File: config.mk
export PLATFORM = sky130hd
export DESIGN_NAME = color_correction_matrix
export DESIGN_NICKNAME = d
export VERILOG_FILES = /design/src/rtl/color_correction_matrix.sv
export SDC_FILE = /design/constraint.sdc
export NUM_CORES = 2
export LEC_CHECK = 0
export CAP_MARGIN = 40
export CORE_UTILIZATION = 45
export DETAILED_ROUTE_END_ITERATION = 8
export HOLD_SLACK_MARGIN = 0.12
export SLEW_MARGIN = 30
export SYNTH_ARGS = -nofsm -noshare
export SYNTH_HDL_FRONTEND = slang
export SYNTH_SLANG_ARGS = --single-unit
File: constraint.sdc
create_clock -name clk -period 7.2 [get_ports clk]
set_input_delay 1.08 -clock clk [delete_from_list [all_inputs] [get_ports clk]]
set_output_delay 1.08 -clock clk [all_outputs]
set_load 0.1 [all_outputs]
File: src/rtl/color_correction_matrix.sv
// color_correction_matrix
// Per-pixel 3x3 colour correction with a per-channel offset, placed after the
// demosaic block. Coefficients are double-buffered (shadow/active) so that a
// frame is never processed with a mix of old and new values. Fixed 3-cycle
// pipeline: products -> sum + offset + round -> shift + clamp.
module color_correction_matrix #(
   parameter int width  = 320,
   parameter int height = 240,
   parameter int DATA_W = 8,
   parameter int COEF_W = 12
) (
   input  logic              clk,
   input  logic              reset,
   input  logic [DATA_W-1:0] iR,
   input  logic [DATA_W-1:0] iG,
   input  logic [DATA_W-1:0] iB,
   input  logic              iValid,
   input  logic              iDone,
   input  logic              iCoefWe,
   input  logic [3:0]        iCoefAddr,
   input  logic [COEF_W-1:0] iCoefData,
   input  logic              iCommit,
   output logic [DATA_W-1:0] oR,
   output logic [DATA_W-1:0] oG,
   output logic [DATA_W-1:0] oB,
   output logic              oValid,
   output logic              oDone,
   output logic              oBusy,
   output logic [31:0]       xCnt,
   output logic [31:0]       yCnt,
   output logic [31:0]       frameCnt
);

   // Coefficients are Q3.8: 8 fractional bits.
   localparam int FRAC   = 8;
   localparam int OFF_W  = 10;
   localparam int PROD_W = COEF_W + DATA_W + 1;
   localparam int ACC_W  = PROD_W + 3;
   localparam logic signed [COEF_W-1:0] ONE     = COEF_W'(1 << FRAC);
   localparam logic signed [ACC_W-1:0]  PIX_MAX = ACC_W'((1 << DATA_W) - 1);

   // Adds the integer offset (aligned to the fraction point) and half an LSB
   // so the later arithmetic shift rounds to nearest.
   function automatic logic signed [ACC_W-1:0] add_offset_round(
      input logic signed [ACC_W-1:0] sum,
      input logic signed [OFF_W-1:0] off
   );
      logic signed [ACC_W-1:0] off_ext;
      logic signed [ACC_W-1:0] half;
      off_ext = ACC_W'(off);
      half    = ACC_W'(1 << (FRAC - 1));
      return sum + (off_ext <<< FRAC) + half;
   endfunction

   // Drops the fraction and clamps to the unsigned pixel range.
   function automatic logic [DATA_W-1:0] clamp_pix(input logic signed [ACC_W-1:0] acc);
      logic signed [ACC_W-1:0] q;
      q = acc >>> FRAC;
      if (q[ACC_W-1])
         return '0;
      else if (q > PIX_MAX)
         return '1;
      else
         return q[DATA_W-1:0];
   endfunction

   // Matrix entries 0..8 are row-major (row = output channel), offsets per channel.
   logic signed [COEF_W-1:0] sh_c    [0:8];
   logic signed [OFF_W-1:0]  sh_off  [0:2];
   logic signed [COEF_W-1:0] act_c   [0:8];
   logic signed [OFF_W-1:0]  act_off [0:2];

   logic busy;
   logic commit;
   logic [DATA_W-1:0] pix [0:2];

   // A frame boundary always commits; an explicit commit only while idle.
   assign commit = iDone | (iCommit & ~busy);

   // Gather the input pixel so the matrix can be walked by column index.
   always_comb begin
      pix[0] = iR;
      pix[1] = iG;
      pix[2] = iB;
   end

   // Shadow bank: host writes land here; addresses 12..15 are dropped.
   always_ff @(posedge clk) begin
      if (!reset) begin
         for (int i = 0; i < 9; i++)
            sh_c[i] <= (i % 4 == 0) ? ONE : '0;
         for (int i = 0; i < 3; i++)
            sh_off[i] <= '0;
      end else if (iCoefWe) begin
         if (iCoefAddr < 4'd9)
            sh_c[iCoefAddr] <= iCoefData;
         else if (iCoefAddr < 4'd12)
            sh_off[2'(iCoefAddr - 4'd9)] <= iCoefData[OFF_W-1:0];
      end
   end

   // Active bank: takes the pre-write shadow contents on a commit.
   always_ff @(posedge clk) begin
      if (!reset) begin
         for (int i = 0; i < 9; i++)
            act_c[i] <= (i % 4 == 0) ? ONE : '0;
         for (int i = 0; i < 3; i++)
            act_off[i] <= '0;
      end else if (commit) begin
         act_c   <= sh_c;
         act_off <= sh_off;
      end
   end

   // Frame-in-progress flag: raised by the first valid pixel, dropped after iDone.
   always_ff @(posedge clk) begin
      if (!reset)
         busy <= 1'b0;
      else if (iDone)
         busy <= 1'b0;
      else if (iValid)
         busy <= 1'b1;
   end

   // ---- Stage 1: nine products, offsets captured with the pixel ----
   logic signed [PROD_W-1:0] prod_p0 [0:8];
   logic signed [OFF_W-1:0]  off_p0  [0:2];
   logic                     vld_p0;
   logic                     done_p0;

   // Products use the coefficients active when the pixel was accepted.
   always_ff @(posedge clk) begin
      for (int k = 0; k < 3; k++) begin
         for (int j = 0; j < 3; j++)
            prod_p0[3*k+j] <= PROD_W'(act_c[3*k+j]) * PROD_W'(signed'({1'b0, pix[j]}));
         off_p0[k] <= act_off[k];
      end
   end

   // ---- Stage 2: sum of products, offset and rounding constant ----
   logic signed [ACC_W-1:0] acc_p1 [0:2];
   logic                    vld_p1;
   logic                    done_p1;

   // One accumulator per output channel.
   always_ff @(posedge clk) begin
      for (int k = 0; k < 3; k++)
         acc_p1[k] <= add_offset_round(ACC_W'(prod_p0[3*k]) + ACC_W'(prod_p0[3*k+1])
                                       + ACC_W'(prod_p0[3*k+2]), off_p0[k]);
   end

   // ---- Stage 3: shift, clamp, output register ----
   logic [DATA_W-1:0] pix_p2 [0:2];
   logic              vld_p2;
   logic              done_p2;

   // Output pixel register, cleared by reset so the port idles at zero.
   always_ff @(posedge clk) begin
      if (!reset) begin
         for (int k = 0; k < 3; k++)
            pix_p2[k] <= '0;
      end else begin
         for (int k = 0; k < 3; k++)
            pix_p2[k] <= clamp_pix(acc_p1[k]);
      end
   end

   // Valid/done travel beside the data; reset flushes anything in flight.
   always_ff @(posedge clk) begin
      if (!reset) begin
         vld_p0  <= 1'b0;
         done_p0 <= 1'b0;
         vld_p1  <= 1'b0;
         done_p1 <= 1'b0;
         vld_p2  <= 1'b0;
         done_p2 <= 1'b0;
      end else begin
         vld_p0  <= iValid;
         done_p0 <= iDone;
         vld_p1  <= vld_p0;
         done_p1 <= done_p0;
         vld_p2  <= vld_p1;
         done_p2 <= done_p1;
      end
   end

   // Position of the pixel on the output; end of frame wins over a valid pixel.
   always_ff @(posedge clk) begin
      if (!reset) begin
         xCnt     <= '0;
         yCnt     <= '0;
         frameCnt <= '0;
      end else if (done_p2) begin
         xCnt     <= '0;
         yCnt     <= '0;
         frameCnt <= frameCnt + 32'd1;
      end else if (vld_p2) begin
         if (xCnt == 32'(width - 1)) begin
            xCnt <= '0;
            if (yCnt < 32'(height - 1))
               yCnt <= yCnt + 32'd1;
         end else begin
            xCnt <= xCnt + 32'd1;
         end
      end
   end

   assign oR     = pix_p2[0];
   assign oG     = pix_p2[1];
   assign oB     = pix_p2[2];
   assign oValid = vld_p2;
   assign oDone  = done_p2;
   assign oBusy  = busy;

endmodule

==> results.md <==
* Cell count of the worst reg-to-reg path at 18
* Async S/R FF share, synth at 0%
* # resized after CTS at 0
* Hold-fix buffers at CTS at 0
* Total of max-cap violations at 0
* Synth-to-layout area growth at 14.5%
* Worst-path fanout max at 17
* Shortest clock period the worst path allows after layout at 5.97 ns
* Initial core utilization at 45.4%
* Remaining global-route overflow at 0
* Number of violations reported at the end of detailed-routing iteration 0 at around 2000
* Main synth FF type: sky130_fd_sc_hd__dfxtp_1
* Cell area after placement at 62400 um^2
* Final worst-path cycle share at 82.8%
* Lkg Pwr at between 0.03 and 0.04 uW
* Final routed wirelength across all metal layers at approximately 140 mm
* Cell internal power dissipation at 6890 uW
* Main combinational cell family by area after synthesis: adder cells
* Type of element capturing the critical path: flip-flop
* Startpoint types: input port
* Max Fclk at around 170 MHz
* Actual transition at the worst max-transition pin at 0.912 ns
* P per Cell Area at around 150 nW/um^2
* Number of pins exceeding their max-slew limit in the final report at 0
* Netlist area before placement at about 57000 um^2
* Die W at about 360 um
* Clock skew after layout at 0.0289 ns
* Total of warnings raised by yosys at 0
* Detailed-route via count at 39633
* Clk root buf: sky130_fd_sc_hd__clkbuf_16
* Count of input and output buffers at around 170
* Startpoint-to-endpoint class of the critical path: input port to flip-flop
* Setup WS post-layout at 1.23 ns
* Placeable Area at 126000 um^2
* Number of DRC violations after detailed routing at 0
* HP Class: flip-flop to flip-flop
* Sequential cell area in the final layout at approximately 13000 um^2
* RSZ-0062 raised after global routing: no
* Initial antenna violation count at 4
* Synth cell types at 67
* Cts bufs inserted at 80
* Number of global-route vias before repair at 40626
* Share of the synthesized area in compound gates (AO/OA/AOI/OAI) at 7.21%
* Post-synthesis cell count at 6177
* TritonCTS clock tree: done
* Number of routed nets with antenna violations at 0
* Half-perimeter wire length after placement at 106 mm
* Global router's overall resource usage at 22.1%
* Power share of the sequential group at 41.1%
* Number of endpoints with negative hold slack in the final report at 0
* Deepest clock path buffer count at 3
* Worst slew margin relative to its limit at 39.0%
* Outcome: complete, no violations
* Worst setup timing slack at the placement stage at about 0.65 ns
* Part of the Yosys area used for sequential elements at a little under a quarter
* Fraction of layout cells with a size suffix above 1 at 6.00%
* Count of standard-cell rows at 130
* Post-route cell area at 65300 um^2
* Maximum resistive drop on vdd at 0.159 mV
* Sw Share at ~28%
* Data arrival, critical path at 6.51 ns
* Relative contribution of the clock network to total power at roughly 45%
* Number of clock sinks at 670
* Via density per instance at 4.91
* Routed wirelength normalized by instance count at roughly 17 um
* Post-Syn Area per Cell at 9.23 um^2
* Total Nets Final at 7669
* Count of fill cells added during filler insertion at 11499
* Post-Synth XOR/XNOR Area at 4.21%
* Setup_tns at 0 ns
* Footprint of the multi-input gates at 38200 um^2
* Die height at roughly 360 um
* Largest net degree at the start of global routing at roughly 140
* Mux share of post-synthesis cell area at 1.46%
* Clock latency on the worst-skew pair at 0.67 ns
* Logic gate share of total power at 14.4%
* Number of enable flip-flop cells after synthesis at 0
* Data required time of the critical path at 7.74 ns
* Hold Path Depth at 0
* Area enclosed by the die boundary at between 100000 and 150000 um^2
* Total setup violations reported at the end of the flow at 0
* Fraction of the mapped netlist area in adder cells at 38.4%
* Number of detailed-routing iterations run before antenna repair at 6
* Net Switching at 2720 uW
* Number of ports placed on the die boundary at between 150 and 200
* Setup fix buffers added after clock tree synthesis at 0
* Syn Nets at 7489
* Simple-gate share of the synthesized area at 15.7%
* Post-CTS clock slew at the launch and capture registers of the worst setup and hold paths at ~0.06 ns
* Global-route wire length before repair at 222 mm
* Number of synthesized register bits at 670
* Number of H-tree levels at 3
* Global placement routability congestion at 0.880
-- kinds of logic (layout without fill, tap and decap cells) --
family | Yosys count | count (layout)
AOI/OAI and AO/OA | 603 | 603
muxes | 83 | 83
adders and majority gates | 1266 | 1266
other | 0 | 1
buffers and inverters | 1435 | 1679
xor gates and xnor gates | 274 | 274
and+or+nand+nor | 1846 | 1846
DFF | 670 | 670
-- layer usage --
metal	global-route usage [%]	routed length [um]	vias to the layer above	part of all wire [%]
li1	-	-	19112	-
met4	5.66	3040	2	2.2
met5	0	12	-	0.0088
met2	36.5	64300	697	47
met1	30.9	63900	19660	47
met3	2.18	5640	162	4.1
-- sequential cells by signal (all words and copies together) (netlist names), 24 cells and up --
signal    count
prod_p0     189
act_c       108
sh_c        108
acc_p1       48
frameCnt     32
xCnt         32
yCnt         32
act_off      30
off_p0       30
sh_off       30
pix_p2       24
-- worst paths after layout --
kind / startpoint / endpoint / slack, ns
worst max-delay path: iB[4] / prod_p0[0][62] / 1.23
worst min-delay path: act_off[17] / off_p0[0][17] / 0.33
worst max register to register: act_c[71] / prod_p0[0][83] / 2.12
worst min register to register: act_off[17] / off_p0[0][17] / 0.33
-- layout make-up --
cell class | instances | share of cell area (%)
multi-input combinational | 4072 | 58.5
antenna | 1 | 0.00383
inverter | 1167 | 6.71
sequential | 670 | 20.5
tap | 1650 | 3.16
timing repair buffer | 366 | 6.80
clock buffer | 101 | 3.36
clock inverter | 45 | 0.916
-- synth_stat cells (all sizes together) (4+ instances only) --
library cell / count / area [um^2]
a211o: 7 / 61.3
a211oi: 7 / 57.6
a21boi: 198 / 1490
a21o: 72 / 543
a21oi: 150 / 754
a221oi: 4 / 35.0
a31o: 7 / 61.3
a31oi: 10 / 68.8
and2: 485 / 3040
and3: 20 / 125
and4: 12 / 105
buf: 19 / 124
clkbuf: 249 / 935
dfxtp: 670 / 13400
fa: 804 / 16100
ha: 462 / 5780
inv: 1167 / 4380
mux2i: 83 / 831
nand2: 920 / 3450
nand2b: 24 / 153
nand3: 44 / 220
nand3b: 7 / 52.6
nand4: 28 / 175
nor2: 114 / 428
nor2b: 113 / 707
nor3: 37 / 195
nor4: 16 / 100
o211ai: 4 / 35.0
o21a: 37 / 278
o21ai: 59 / 295
o21bai: 19 / 143
o31ai: 8 / 60.1
o41ai: 5 / 77.6
or2: 9 / 56.3
or3: 13 / 86.3
xnor2: 185 / 1620
xor2: 89 / 780
-- power groups by stage --
stage | Combinational [uW] | Clock, uW | Sequential (uW)
after CTS | 1390 | 4370 | 3950
after global placement | 1210 | 0 | 4030
after detailed placement | 1390 | 0 | 4030
after floorplan | 607 | 0 | 4240
final | 1390 | 4280 | 3940
after global routing | 1500 | 4520 | 3960
-- layout by cell type (no fill, tap or decap), types with 12 or more instances in the layout --
cell type / Yosys / final
sky130_fd_sc_hd__fa_1: 804 / 804
sky130_fd_sc_hd__clkinv_2: 0 / 14
sky130_fd_sc_hd__clkbuf_8: 0 / 12
sky130_fd_sc_hd__and3_1: 20 / 20
sky130_fd_sc_hd__a21boi_0: 196 / 196
sky130_fd_sc_hd__dfxtp_1: 670 / 670
sky130_fd_sc_hd__nor2b_1: 113 / 113
sky130_fd_sc_hd__buf_16: 0 / 25
sky130_fd_sc_hd__o21ai_0: 55 / 55
sky130_fd_sc_hd__nand2_1: 920 / 920
sky130_fd_sc_hd__o21a_1: 37 / 37
sky130_fd_sc_hd__nor3_1: 35 / 35
sky130_fd_sc_hd__clkdlybuf4s50_1: 0 / 158
sky130_fd_sc_hd__ha_1: 462 / 462
sky130_fd_sc_hd__o21bai_1: 19 / 19
sky130_fd_sc_hd__nor2_1: 114 / 112
sky130_fd_sc_hd__nand3_1: 44 / 44
sky130_fd_sc_hd__nor4_1: 16 / 16
sky130_fd_sc_hd__or3_1: 12 / 12
sky130_fd_sc_hd__xor2_1: 89 / 89
sky130_fd_sc_hd__a21oi_1: 149 / 148
sky130_fd_sc_hd__buf_8: 0 / 102
sky130_fd_sc_hd__and4_1: 12 / 12
sky130_fd_sc_hd__mux2i_1: 83 / 83
sky130_fd_sc_hd__xnor2_1: 185 / 185
sky130_fd_sc_hd__a21o_1: 70 / 69
sky130_fd_sc_hd__nand2b_1: 23 / 22
sky130_fd_sc_hd__buf_4: 14 / 62
sky130_fd_sc_hd__clkbuf_16: 0 / 80
sky130_fd_sc_hd__inv_1: 1167 / 1167
sky130_fd_sc_hd__and2_1: 484 / 484
sky130_fd_sc_hd__nand4_1: 28 / 28
-- critical path: stages --
cell and delay [ns]:
sky130_fd_sc_hd__clkdlybuf4s50_1 0.83, sky130_fd_sc_hd__buf_4 0.39, sky130_fd_sc_hd__and2_1 0.18, sky130_fd_sc_hd__fa_1 0.40, sky130_fd_sc_hd__fa_1 0.48, sky130_fd_sc_hd__fa_1 0.55
sky130_fd_sc_hd__inv_1 0.06, sky130_fd_sc_hd__fa_1 0.48, sky130_fd_sc_hd__inv_1 0.04, sky130_fd_sc_hd__ha_1 0.33, sky130_fd_sc_hd__nand2_1 0.07, sky130_fd_sc_hd__o21ai_0 0.15
sky130_fd_sc_hd__o41ai_1 0.35, sky130_fd_sc_hd__o21ai_0 0.20, sky130_fd_sc_hd__o21ai_0 0.25, sky130_fd_sc_hd__nand2b_1 0.10, sky130_fd_sc_hd__a21oi_1 0.25, sky130_fd_sc_hd__o21ai_0 0.15
sky130_fd_sc_hd__xnor2_1 0.15
-- stage by stage --
stage | utilization [%] | hold WS (ns) | cells | power (uW)
after global placement | 47.9 | 0.336 | 7790 | 5240
after global routing | 52.0 | 0.350 | 8071 | 9980
after floorplan | - | 0.331 | 6177 | 4850
final | 52.0 | 0.329 | 8072 | 9610
after detailed placement | 49.7 | 0.336 | 7922 | 5420
after CTS | 51.9 | 0.339 | 8068 | 9710
Power figures use the tool's default switching activity.
